**src/rtl/int_scheduler.sv**
```systemverilog
// Round-robin interrupt scheduler: latches 16 interrupt sources and grants one at a
// time. A grant is released by an acknowledge or, optionally, by a hold timeout.
module int_scheduler #(
    parameter int TIMEOUT = 255
) (
    input  logic        clk,
    input  logic        reset_n,
    input  logic [15:0] irq_in,
    input  logic [15:0] mask,
    input  logic        int_ack,
    output logic        int_valid,
    output logic [3:0]  int_id,
    output logic [15:0] int_onehot,
    output logic [15:0] pending,
    output logic        timeout_err
);

    localparam int CW = (TIMEOUT < 1) ? 1 : $clog2(TIMEOUT + 1);

    typedef enum logic {IDLE, GRANT} state_t;

    state_t          state, state_nx;
    logic [3:0]      ptr, ptr_nx;
    logic [CW-1:0]   cnt, cnt_nx;
    logic [15:0]     pending_nx, clr;
    logic            valid_nx, terr_nx;
    logic [3:0]      id_nx;
    logic [15:0]     onehot_nx;

    logic [15:0]     eligible;
    logic            found;
    logic [3:0]      sel, idx;

    assign eligible = pending & mask;

    // Rotating priority search starting at ptr, wrapping 15 -> 0.
    always_comb begin
        found = 1'b0;
        sel   = 4'd0;
        idx   = 4'd0;
        for (int k = 0; k < 16; k++) begin
            idx = ptr + 4'(k);
            if (!found && eligible[idx]) begin
                found = 1'b1;
                sel   = idx;
            end
        end
    end

    always_comb begin
        state_nx  = state;
        ptr_nx    = ptr;
        cnt_nx    = cnt;
        clr       = 16'd0;
        valid_nx  = int_valid;
        id_nx     = int_id;
        onehot_nx = int_onehot;
        terr_nx   = 1'b0;
        case (state)
            IDLE: begin
                if (found) begin
                    state_nx  = GRANT;
                    valid_nx  = 1'b1;
                    id_nx     = sel;
                    onehot_nx = 16'd1 << sel;
                    cnt_nx    = '0;
                end else begin
                    valid_nx  = 1'b0;
                    onehot_nx = 16'd0;
                end
            end
            GRANT: begin
                // Ack wins over a timeout expiring in the same cycle.
                if (int_ack) begin
                    clr       = int_onehot;
                    ptr_nx    = int_id + 4'd1;
                    state_nx  = IDLE;
                    valid_nx  = 1'b0;
                    onehot_nx = 16'd0;
                    cnt_nx    = '0;
                end else if (TIMEOUT != 0 && cnt == CW'(TIMEOUT - 1)) begin
                    ptr_nx    = int_id + 4'd1;
                    state_nx  = IDLE;
                    valid_nx  = 1'b0;
                    onehot_nx = 16'd0;
                    terr_nx   = 1'b1;
                    cnt_nx    = '0;
                end else begin
                    cnt_nx    = cnt + CW'(1);
                end
            end
            default: state_nx = IDLE;
        endcase
        // New events take priority over the acknowledge clear.
        pending_nx = (pending & ~clr) | irq_in;
    end

    always_ff @(posedge clk or negedge reset_n) begin
        if (!reset_n) begin
            state       <= IDLE;
            ptr         <= 4'd0;
            cnt         <= '0;
            pending     <= 16'd0;
            int_valid   <= 1'b0;
            int_id      <= 4'd0;
            int_onehot  <= 16'd0;
            timeout_err <= 1'b0;
        end else begin
            state       <= state_nx;
            ptr         <= ptr_nx;
            cnt         <= cnt_nx;
            pending     <= pending_nx;
            int_valid   <= valid_nx;
            int_id      <= id_nx;
            int_onehot  <= onehot_nx;
            timeout_err <= terr_nx;
        end
    end

endmodule

```
**config.mk**
```make
export PLATFORM = sky130hd
export DESIGN_NAME = int_scheduler
export DESIGN_NICKNAME = d
export VERILOG_FILES = /design/src/rtl/int_scheduler.sv
export SDC_FILE = /design/constraint.sdc
export NUM_CORES = 1
export LEC_CHECK = 0
export ABC_AREA = 1
export CAP_MARGIN = 20
export CORE_MARGIN = 5
export CORE_UTILIZATION = 45
export CTS_BUF_LIST = sky130_fd_sc_hd__clkbuf_4 sky130_fd_sc_hd__clkbuf_8 sky130_fd_sc_hd__clkbuf_16
export DETAILED_ROUTE_END_ITERATION = 6
export PLACE_DENSITY = 0.78
export SETUP_SLACK_MARGIN = 0.15
export SLEW_MARGIN = 10
export SYNTH_ARGS = -nofsm -noshare
export SYNTH_HDL_FRONTEND = slang
export SYNTH_SLANG_ARGS = --single-unit
```
**constraint.sdc**
```tcl
create_clock -name clk -period 9.7 [get_ports clk]
set_clock_uncertainty 0.2 [all_clocks]
set_input_delay 1.455 -clock clk [delete_from_list [all_inputs] [get_ports clk]]
set_output_delay 1.455 -clock clk [all_outputs]
set_load 0.02 [all_outputs]
```
==> metrics.md, run 1 <==
| Metric | Value |
|---|---|
| Time the final worst path needs with I/O delays and setup | `5.161 ns` |
| Worst slew margin relative to its limit | `33.42%` |
| Weighted congestion reported at the end of routability-driven placement | `0.9998` |
| Arrival time at the worst endpoint | `5.20 ns` |
| Number of instances resized during post-cts repair | `0` |
| Final setup vio count | `0` |
| Met2 track utilization from global routing | `39.05%` |
| Total via count after detailed routing | `5008` |
| Met1 track utilization from global routing | `34.97%` |
| Max-slew violation count | `0` |
| Post-route clock period utilization | `53.20%` |
| Number of global-route vias before repair | `4859` |
| Clock input transition at the sequential cells of the worst setup and hold paths | `0.11 ns` |
| CTS hold repair buffers | `0` |
| Worst Path Class, Setup | `reg -> reg` |
| Status | `finished, final reports clean` |
| Total setup buffers inserted after CTS | `0` |
| Data required time of the worst path | `9.74 ns` |
| Mean area per synthesized cell | `6.584 sq um` |
| Most heavily used metal layer in global routing | `met2` |
| Clock insertion delay at the later pin of the skew report | `0.32 ns` |
| CTS sink count | `51` |
| Maximum number of pins on one net before global-route repair | `52` |
| Post-DR vias/cell | `5.521` |
| Mapped Cells | `706` |
| Post-route DRC violation count | `0` |
| Final cell utilization of the core | `54.31%` |
| Proportion of netlist area held by the largest area contributor | `27.46%` |
| Pre-antenna DRT Iters | `6` |
| Total die area | `12460 sq um` |
| Worst-Margin Slew | `0.9882 ns` |
| RSZ-0062 raised after global routing | `false` |
| Path category of the worst min-delay check | `reg -> reg` |
| Max-cap violation count | `0` |
| Register area | `1276 sq um` |
| Antenna violations before repair | `0` |
| F_max | `193.8 MHz` |
| Port buffer count | `72` |
| Yosys top cell by area | `dfrtp_1` |
| Max H-tree Level | `2` |
| Placed wire-length estimate after detailed placement | `11980 um` |
| Critical Path Source Type | `register` |
| Critical Path End Type | `register` |
| Area occupied by multi-input gates | `2972 sq um` |
| Setup TNS | `0 ns` |
| Cell Area, Synth | `4648 sq um` |
| Critical-path maximum fanout | `20` |
| Area added between synthesis and finish | `19.00%` |
| Avg WL per Cell | `16.76 um` |
| Num CTS Buffers | `5` |
| Count of nets left with antenna violations after detail routing | `0` |
| Count of distinct cell types in the synthesized netlist | `43` |
| All-layer global routing usage | `24.84%` |
| CTS tree | `done` |
| Global route total overflow | `0` |
| Post-detailed-routing wire length | `15200 um` |
| Number of synthesis warnings | `0` |
| Wire length of the first global-routing pass | `25330 um` |
| DIE HEIGHT | `111.6 um` |
| Fin. Hold Viols | `0` |
| Fraction of layout cells with a size suffix above 1 | `10.51%` |
| Cells taking the most area after synthesis | `dfrtp_1 27%, nand2_1 17%, nand3_1 15%, nor2_1 4.9%, inv_1 4.7%` |
| Total of fill cells in the finished design | `1020` |
| Starting Density | `45.64%` |
| Post-Syn Nets | `751` |
| Placeable Area | `10180 sq um` |
| DRC marker count from the first detailed-route iteration | `393` |
| Count of state elements after synthesis | `51` |
| Buffer levels on the longest clock path | `2` |
| Master cell of the clock root buffer | `clkbuf_8` |
| Count of inserted antenna diode cells | `0` |
| Number of top-level pins | `73` |
| Standard-cell rows | `37` |
| Seq/Total Area, Yosys | `27.46%` |
| Total number of nets in the final design | `815` |
| Die extent in x | `111.6 um` |
| Global-route track usage on met3 | `4.457%` |
==> registers in the layout, summed over array words and instances (netlist names) <==
register     flops
int_onehot      16
pending         16
cnt              8
int_id           4
ptr              4
int_valid        1
state            1
timeout_err      1
==> critical path: stages (launching register included) <==
cell,delay [ns]
dfrtp_1,0.84
inv_2,0.36
ha_1,0.59
inv_2,0.36
nand3_1,0.16
nand2_1,0.09
nand2_1,0.05
nand2_1,0.16
nand2_1,0.07
nand2_1,0.11
inv_2,0.09
nor2_8,0.17
nand4_4,0.12
nor3_2,0.26
nand4_1,0.18
nor2_1,0.23
nand3_1,0.14
o21ai_1,0.12
inv_1,0.05
nand2_1,0.07
nand2_1,0.06
nand2_1,0.12
nand3_2,0.22
o21bai_1,0.23
==> synth_stat cells, drive strengths merged <==
| master | count |
|---|---|
| nor2 | 75 |
| clkbuf | 4 |
| xnor2 | 3 |
| inv | 74 |
| nand4 | 14 |
| nor4 | 1 |
| o22ai | 2 |
| nand3 | 156 |
| ha | 10 |
| nor3 | 10 |
| buf | 12 |
| nand3b | 3 |
| clkinv | 4 |
| a21o | 8 |
| nand2 | 222 |
| xor2 | 5 |
| dfrtp | 51 |
| nor3b | 3 |
| o21bai | 8 |
| a31oi | 2 |
| a21oi | 8 |
| o21ai | 31 |
==> placed cells by master (no fill, tap or decap), types with 7 or more instances in the layout <==
master and count:
dfrtp_1 51, nor2_1 61, nand3_1 141, inv_1 58, o21ai_0 24, inv_2 16, ha_1 10, a21oi_1 8
nand3_2 13, clkdlybuf4s50_1 71, nand4_1 12, a21o_1 8, nand2_1 213, nor3_1 7
==> area by class of cell <==
| type | instances | share of cell area (%) |
|---|---|---|
| flip-flops and latches | 51 | 23.07 |
| inverters | 78 | 5.316 |
| well taps | 136 | 3.076 |
| multi-input cells | 561 | 53.72 |
| clock inverters | 2 | 0.3167 |
| repair buffers | 73 | 13.12 |
| clock buffers | 6 | 1.380 |
==> metal layers <==
| layer | share of wire (%) | vias up |
|---|---|---|
| met5 | 0 | - |
| met2 | 45 | 194 |
| met1 | 45 | 2343 |
| met3 | 7.2 | 33 |
| li1 | - | 2438 |
| met4 | 2.3 | 0 |
==> stage by stage <==
step | cells | worst slack [ns] | area [sq um] | hold WS (ns)
after floorplan | 706 | 5.746 | 4648 | 0.2706
after global placement | 899 | 4.687 | 5435 | 0.2713
after detailed placement | 899 | 4.637 | 5435 | 0.2731
after CTS | 907 | 4.621 | 5529 | 0.3013
after global routing | 907 | 4.064 | 5532 | 0.3421
final | 907 | 4.539 | 5532 | 0.2971
==> cell families after synthesis <==
kind of cell / Yosys count / synth area share, %
adders and majority gates: 10 / 2.692
and+or+nand+nor: 484 / 50.87
buffers and inverters: 94 / 8.613
DFF: 51 / 27.46
AOI/OAI and AO/OA: 59 / 7.887
xor gates and xnor gates: 8 / 2.477
==> final timing paths <==
path | start | endpoint | slack [ns] | depth (start not counted)
hold reg to reg | int_valid$_DFFE_PN0P_ | int_valid$_DFFE_PN0P_ | 0.30 | 2
hold / removal | int_valid$_DFFE_PN0P_ | int_valid$_DFFE_PN0P_ | 0.30 | 2
min in group asynchronous | reset_n | cnt[6]$_DFFE_PN0P_ | 0.94 | 1
max in group asynchronous | reset_n | pending[6]$_DFF_PN0_ | 7.91 | 1
setup / recovery | ptr[1]$_DFFE_PN0P_ | int_onehot[9]$_DFFE_PN0P_ | 4.54 | 23
setup reg to reg | ptr[1]$_DFFE_PN0P_ | int_onehot[9]$_DFFE_PN0P_ | 4.54 | 23
Power of run 1 is not shown: default switching activity piles up to over one toggle a cycle in this logic, so the estimate is an artifact.
==> inputs of run 2 (changes only) <==
Settings changed: PLACE_DENSITY 0.78 to 0.8.
Clock period 9.7 ns to 4.6 ns, I/O delays scaled along.
==> run 2 against run 1 <==
  * Maximum frequency grew 27%
  * Clock-buffer cell count is the same
  * Wire length shrank 5.8%
  * Worst setup slack lost 4.0 ns
  * Final area grew 1.8%
  * Sequential share of layout area shrank 0.38 points
  * Register-to-register slack lost 4.0 ns
  * First-iteration DRC count grew 7.6%
  * Die area is the same
  * Sequential cell count is the same
  * Cell count grew 0.99%
  * Highest routed layer unchanged
==> metrics.md, run 2 (synthesized netlist as in run 1, its figures left out) <==
| Metric | Value |
|---|---|
| Status | `finished, final reports clean` |
| CTS sink count | `51 (unchanged)` |
| Arrival time at the worst endpoint | `4.09 ns (-1.11 ns)` |
| Count of nets left with antenna violations after detail routing | `0 (unchanged)` |
| DIE HEIGHT | `111.6 um (unchanged)` |
| RSZ-0062 raised after global routing | `false` |
| Cell with the largest stage delay on the worst path | `dfrtp_1` |
| Critical-path maximum fanout | `19 (-5.0%)` |
| Area of placed instances | `5488 sq um (+0.97%)` |
| Critical Path End Type | `register` |
| Time the final worst path needs with I/O delays and setup | `4.070 ns (-1.090 ns)` |
| Buffer levels on the longest clock path | `2 (unchanged)` |
| Standard-cell rows | `37 (unchanged)` |
| Antenna violations before repair | `0 (unchanged)` |
| Worst slew margin relative to its limit | `51.96% (+19 points)` |
| Post-detailed-routing wire length | `14310 um (-5.8%)` |
| Wire length of the first global-routing pass | `23600 um (-6.8%)` |
| Number of global-route vias before repair | `4753 (-2.2%)` |
| Die extent in x | `111.6 um (unchanged)` |
| Regs by FF count | `int_onehot (16), pending (16), cnt (8)` |
| Master cell of the clock root buffer | `clkbuf_8` |
| Placed wire-length estimate after detailed placement | `11150 um (-6.9%)` |
| Clock insertion delay at the later pin of the skew report | `0.31 ns (about the same)` |
| Max-slew violation count | `0 (unchanged)` |
| Num CTS Buffers | `5 (unchanged)` |
| F_max | `245.7 MHz (+27%)` |
| Count of inserted antenna diode cells | `0 (unchanged)` |
| Critical Path Source Type | `register` |
| Worst-Margin Slew | `0.7180 ns (-0.2702 ns)` |
| Starting Density | `45.64% (unchanged)` |
| Post-route clock period utilization | `88.49% (+35 points)` |
| Post-DR vias/cell | `5.370 (-2.7%)` |
| Leading cell type in the layout, fill and taps excluded | `nand2_1` |
| Data required time of the worst path | `4.62 ns (-5.12 ns)` |
| Fraction of layout cells with a size suffix above 1 | `11.92% (+1.4 points)` |
| Post-route DRC violation count | `0 (unchanged)` |
| Pre-antenna DRT Iters | `5 (-1)` |
| Total via count after detailed routing | `4919 (-1.8%)` |
| Commonest cells after routing, fill and taps aside | `213 x nand2_1, 141 x nand3_1, 71 x clkdlybuf4s50_1` |
| Area added between synthesis and finish | `21.13%` |
| Final cell utilization of the core | `55.28% (+0.97 points)` |
| Number of top-level pins | `73 (unchanged)` |
| All-layer global routing usage | `23.02% (-1.8 points)` |
| Path category of the worst min-delay check | `in -> async` |
| Cell Chain, Critical Path | `inv_4, ha_1, inv_2, nand3_1, nand2_1, nand2_1, nand2_1, nand2_1, nand2_1, inv_2, nor2_8, nand4_4, nor3_2, nand4_1, nor2_1, nand3_1, o21ai_1, inv_1, nand2_1, nand2_1, nand2_1, nand3_2, o21bai_1` |
| Total die area | `12460 sq um (unchanged)` |
| Most frequent cell on the critical path | `nand2_1` |
| Maximum single-stage delay on the critical path | `0.42 ns (-0.42 ns)` |
| Global route total overflow | `0 (unchanged)` |
| Max-cap violation count | `0 (unchanged)` |
| DRC marker count from the first detailed-route iteration | `423 (+7.6%)` |
| Avg WL per Cell | `15.62 um (-6.8%)` |
| Max H-tree Level | `2 (unchanged)` |
| Total number of nets in the final design | `824 (+1.1%)` |
| CTS tree | `done` |
| Total of fill cells in the finished design | `1004 (-1.6%)` |
| Weighted congestion reported at the end of routability-driven placement | `0.9758 (-2.4%)` |
| Final setup vio count | `0 (unchanged)` |
| Placeable Area | `10180 sq um (unchanged)` |
| Clock input transition at the sequential cells of the worst setup and hold paths | `0.10 ns (about the same)` |
| Fin. Hold Viols | `0 (unchanged)` |
| Final cell area excluding filler cells | `5630 sq um (+1.8%)` |
| Setup TNS | `0 ns (unchanged)` |
| Port buffer count | `72 (unchanged)` |
| Worst Path Class, Setup | `reg -> reg` |
| Maximum number of pins on one net before global-route repair | `52 (unchanged)` |
==> run 2: repair_timing <==
action,in CTS,in global routing
endpoints found under the hold margin,0,0
hold buffers,0,0
setup buffers,0,2
setup endpoints to repair,0,19
resized for setup,0,5
==> run 2: through the flow <==
step                      hold WS, ns  setup slack, ns  cells
after floorplan                0.1944           0.7463    706
after global placement         0.2862           0.4665    906
after detailed placement       0.2782           0.4712    906
after CTS                      0.3134           0.4105    914
after global routing           0.2326           0.1621    916
final                          0.1952           0.5296    916
==> run 2: worst paths after layout <==
path,from,to,slack (ns),cells after the start
max,ptr[1]$_DFFE_PN0P_,int_onehot[8]$_DFFE_PN0P_,0.53,23
max in group asynchronous,reset_n,ptr[0]$_DFFE_PN0P_,3.55,1
min in group clk,cnt[0]$_DFFE_PN0P_,cnt[0]$_DFFE_PN0P_,0.31,1
min reg2reg,cnt[0]$_DFFE_PN0P_,cnt[0]$_DFFE_PN0P_,0.31,1
max reg2reg,ptr[1]$_DFFE_PN0P_,int_onehot[8]$_DFFE_PN0P_,0.53,23
min,reset_n,cnt[5]$_DFFE_PN0P_,0.20,1
==> run 2: layout make-up <==
| cell class | count | area, sq um | area share [%] |
|---|---|---|---|
| Clock buffer | 6 | 76.32 | 1.356 |
| Sequential cell | 51 | 1277 | 22.69 |
| Timing Repair Buffer | 82 | 793.3 | 14.09 |
| Multi-Input combinational cell | 561 | 2974 | 52.82 |
| Tap cell | 136 | 170.2 | 3.022 |
| Clock inverter | 2 | 38.79 | 0.6889 |
| Inverter | 78 | 300.3 | 5.333 |
==> run 2: worst max-delay path: cells and delay by family (launching register included) <==
family                   cells  cell delay (ns)
adder cells (fa/ha/maj)      1             0.29
AO/OA/AOI/OAI                2             0.32
buffers and inverters        4             0.62
flip-flops                   1             0.42
AND/OR/NAND/NOR             16             2.14
==> run 2: metal layers <==
metal | track usage (%) | wire [um] | up-vias
li1 | - | - | 2457
met4 | 8.191 | 374 | 0
met5 | 0 | 0 | -
met3 | 4.457 | 1210 | 33
met2 | 34.29 | 6205 | 200
met1 | 33.20 | 6518 | 2229
Power of run 2 is left out for the same reason.
==> inputs of run 3 (changes only) <==
Settings changed: DONT_BUFFER_PORTS set to 1, PLACE_DENSITY 0.8 to 0.71, TNS_END_PERCENT set to 100.
==> run 3 against run 2 <==
  * Critical path depth is 2 lower
  * Non-clock buffer count decreased by 68
  * Die area is the same
  * Clock-buffer cell count shrank 1
  * Register-to-register slack lost 0.02 ns
  * Final area decreased by 12%
==> metrics.md, run 3 (synthesized netlist as in run 1, its figures left out) <==
| Metric | Value |
|---|---|
| Path category of the worst min-delay check | `in -> async` |
| Time the final worst path needs with I/O delays and setup | `4.094 ns (+0.02322 ns)` |
| Final setup vio count | `0 (unchanged)` |
| Regs by FF count | `int_onehot (16), pending (16), cnt (8)` |
| RSZ-0062 raised after global routing | `false` |
| Number of top-level pins | `73 (unchanged)` |
| Critical Path Source Type | `register` |
| Max-cap violation count | `0 (unchanged)` |
| Post-route clock period utilization | `88.99% (+0.50 points)` |
| Port buffer count | `0 (-100%)` |
| Worst slew margin relative to its limit | `51.64% (-0.32 points)` |
| Total die area | `12460 sq um (unchanged)` |
| Count of inserted antenna diode cells | `0 (unchanged)` |
| Critical Path End Type | `register` |
| Cell Chain, Critical Path | `buf_4, ha_1, xnor2_4, inv_2, nand3_1, nand2_1, nand2_1, nand2_1, inv_2, nand4_4, nor2_4, nand3_4, nor2_8, nand3_2, nor2_4, nand2_2, nor2_4, nor2_2, clkinv_2, nand2_4, nor3_2` |
| Setup TNS | `0 ns (unchanged)` |
| Number of global-route vias before repair | `4689 (-1.3%)` |
| Starting Density | `45.64% (unchanged)` |
| Weighted congestion reported at the end of routability-driven placement | `0.9928 (+1.7%)` |
| Die extent in x | `111.6 um (unchanged)` |
| Area added between synthesis and finish | `6.057%` |
| CTS tree | `done` |
| Critical-path maximum fanout | `29 (+10)` |
| Clock input transition at the sequential cells of the worst setup and hold paths | `0.11 ns (about the same)` |
| Count of nets left with antenna violations after detail routing | `0 (unchanged)` |
| Fin. Hold Viols | `0 (unchanged)` |
| Post-detailed-routing wire length | `14960 um (+4.5%)` |
| Buffer levels on the longest clock path | `2 (unchanged)` |
| Area occupied by multi-input gates | `2972 sq um (about the same)` |
| Fraction of layout cells with a size suffix above 1 | `13.06% (+1.1 points)` |
| Status | `finished, final reports clean` |
| Pre-antenna DRT Iters | `5 (unchanged)` |
| Maximum number of pins on one net before global-route repair | `52 (unchanged)` |
| Standard-cell rows | `37 (unchanged)` |
| Clock insertion delay at the later pin of the skew report | `0.31 ns (about the same)` |
| Placeable Area | `10180 sq um (unchanged)` |
| Max H-tree Level | `2 (unchanged)` |
| Global route total overflow | `0 (unchanged)` |
| CTS sink count | `51 (unchanged)` |
| Post-route DRC violation count | `0 (unchanged)` |
| Worst Path Class, Setup | `reg -> reg` |
| DIE HEIGHT | `111.6 um (unchanged)` |
| Cell with the largest stage delay on the worst path | `dfrtp_1` |
| Arrival time at the worst endpoint | `4.12 ns (+0.03 ns)` |
| DRC marker count from the first detailed-route iteration | `385 (-9.0%)` |
| F_max | `244.3 MHz (-0.57%)` |
| All-layer global routing usage | `23.67% (+0.65 points)` |
| Worst-Margin Slew | `0.7179 ns (-0.0001032 ns)` |
| Wire length of the first global-routing pass | `24160 um (+2.4%)` |
| Antenna violations before repair | `0 (unchanged)` |
| Num CTS Buffers | `5 (unchanged)` |
| Commonest cells after routing, fill and taps aside | `213 x nand2_1, 141 x nand3_1, 61 x nor2_1` |
| Data required time of the worst path | `4.63 ns (about the same)` |
| Post-DR vias/cell | `5.629 (+4.8%)` |
| Total of fill cells in the finished design | `1071 (+6.7%)` |
| Leading cell type in the layout, fill and taps excluded | `nand2_1` |
| Total number of nets in the final design | `756 (-8.3%)` |
| Maximum single-stage delay on the critical path | `0.40 ns (-0.02 ns)` |
| Total via count after detailed routing | `4773 (-3.0%)` |
| Max-slew violation count | `0 (unchanged)` |
| Placed wire-length estimate after detailed placement | `11910 um (+6.8%)` |
| Register area | `1276 sq um (about the same)` |
| Avg WL per Cell | `17.64 um (+13%)` |
| Master cell of the clock root buffer | `clkbuf_8` |
-- run 3: cell types whose count changed in the layout (fill, tap and decap cells not counted), sizes merged --
| cell | change |
|---|---|
| clkdlybuf4s50 | -71 |
| buf | +3 |
| clkinv | +2 |
| bufinv | -1 |
| clkbuf | -1 |
-- run 3: metrics by stage --
stage | area (sq um) | setup WS [ns] | cells | util (%) | hold WS [ns]
CTS | 4900 | 0.4202 | 844 | 48.11 | 0.02050
finish | 4930 | 0.5064 | 848 | 48.40 | 0.01609
global placement | 4780 | 0.4663 | 835 | 46.93 | 0.1955
floorplan | 4648 | 0.7463 | 706 | - | 0.1944
global route | 4930 | 0.2181 | 848 | 48.40 | 0.01561
detailed placement | 4780 | 0.4430 | 835 | 46.93 | 0.1956
-- run 3: final cells by class --
cell class                      instances  area share [%]
Multi-Input combinational cell        561           60.28
Sequential cell                        51           25.89
Inverter                               78           5.964
Tap cell                              136           3.452
Timing Repair Buffer                   14           2.538
Clock buffer                            5           1.396
Clock inverter                          3          0.4822
-- run 3: worst max-delay path, delay by kind of cell, from the launching register on --
family	cells	cell delay, ns
adder cells (fa/ha/maj)	1	0.31
AND/OR/NAND/NOR	15	2.07
XOR/XNOR	1	0.29
flip-flops	1	0.40
buffers and inverters	4	0.72
-- run 3: path summary, 6_finish.rpt --
kind	slack [ns]	depth (start not counted)	to	from
min in group clk	0.25	1	timeout_err$_DFF_PN0_	int_ack
min reg2reg	0.31	1	cnt[0]$_DFFE_PN0P_	cnt[0]$_DFFE_PN0P_
min	0.02	1	int_onehot[0]$_DFFE_PN0P_	reset_n
max reg2reg	0.51	21	cnt[3]$_DFFE_PN0P_	ptr[0]$_DFFE_PN0P_
max	0.51	21	cnt[3]$_DFFE_PN0P_	ptr[0]$_DFFE_PN0P_
max in group asynchronous	3.95	1	int_id[3]$_DFFE_PN0P_	reset_n
-- run 3: what timing repair did --
item | CTS | global route
hold endpoints to repair | 51 | 0
hold buffers | 1 | 0
setup endpoints to repair | 0 | 1
resized for setup | 0 | 0
buffers inserted | 0 | 4
-- run 3: layer usage --
layer,vias up,share of wire [%],track usage (%),wire length (um)
li1,2325,-,-,-
met1,2208,42,31.30,6257
met2,202,46,38.69,6927
met3,38,8.0,4.239,1191
met4,0,3.9,8.759,578
met5,-,0,0,0
Power of run 3 is left out for the same reason.
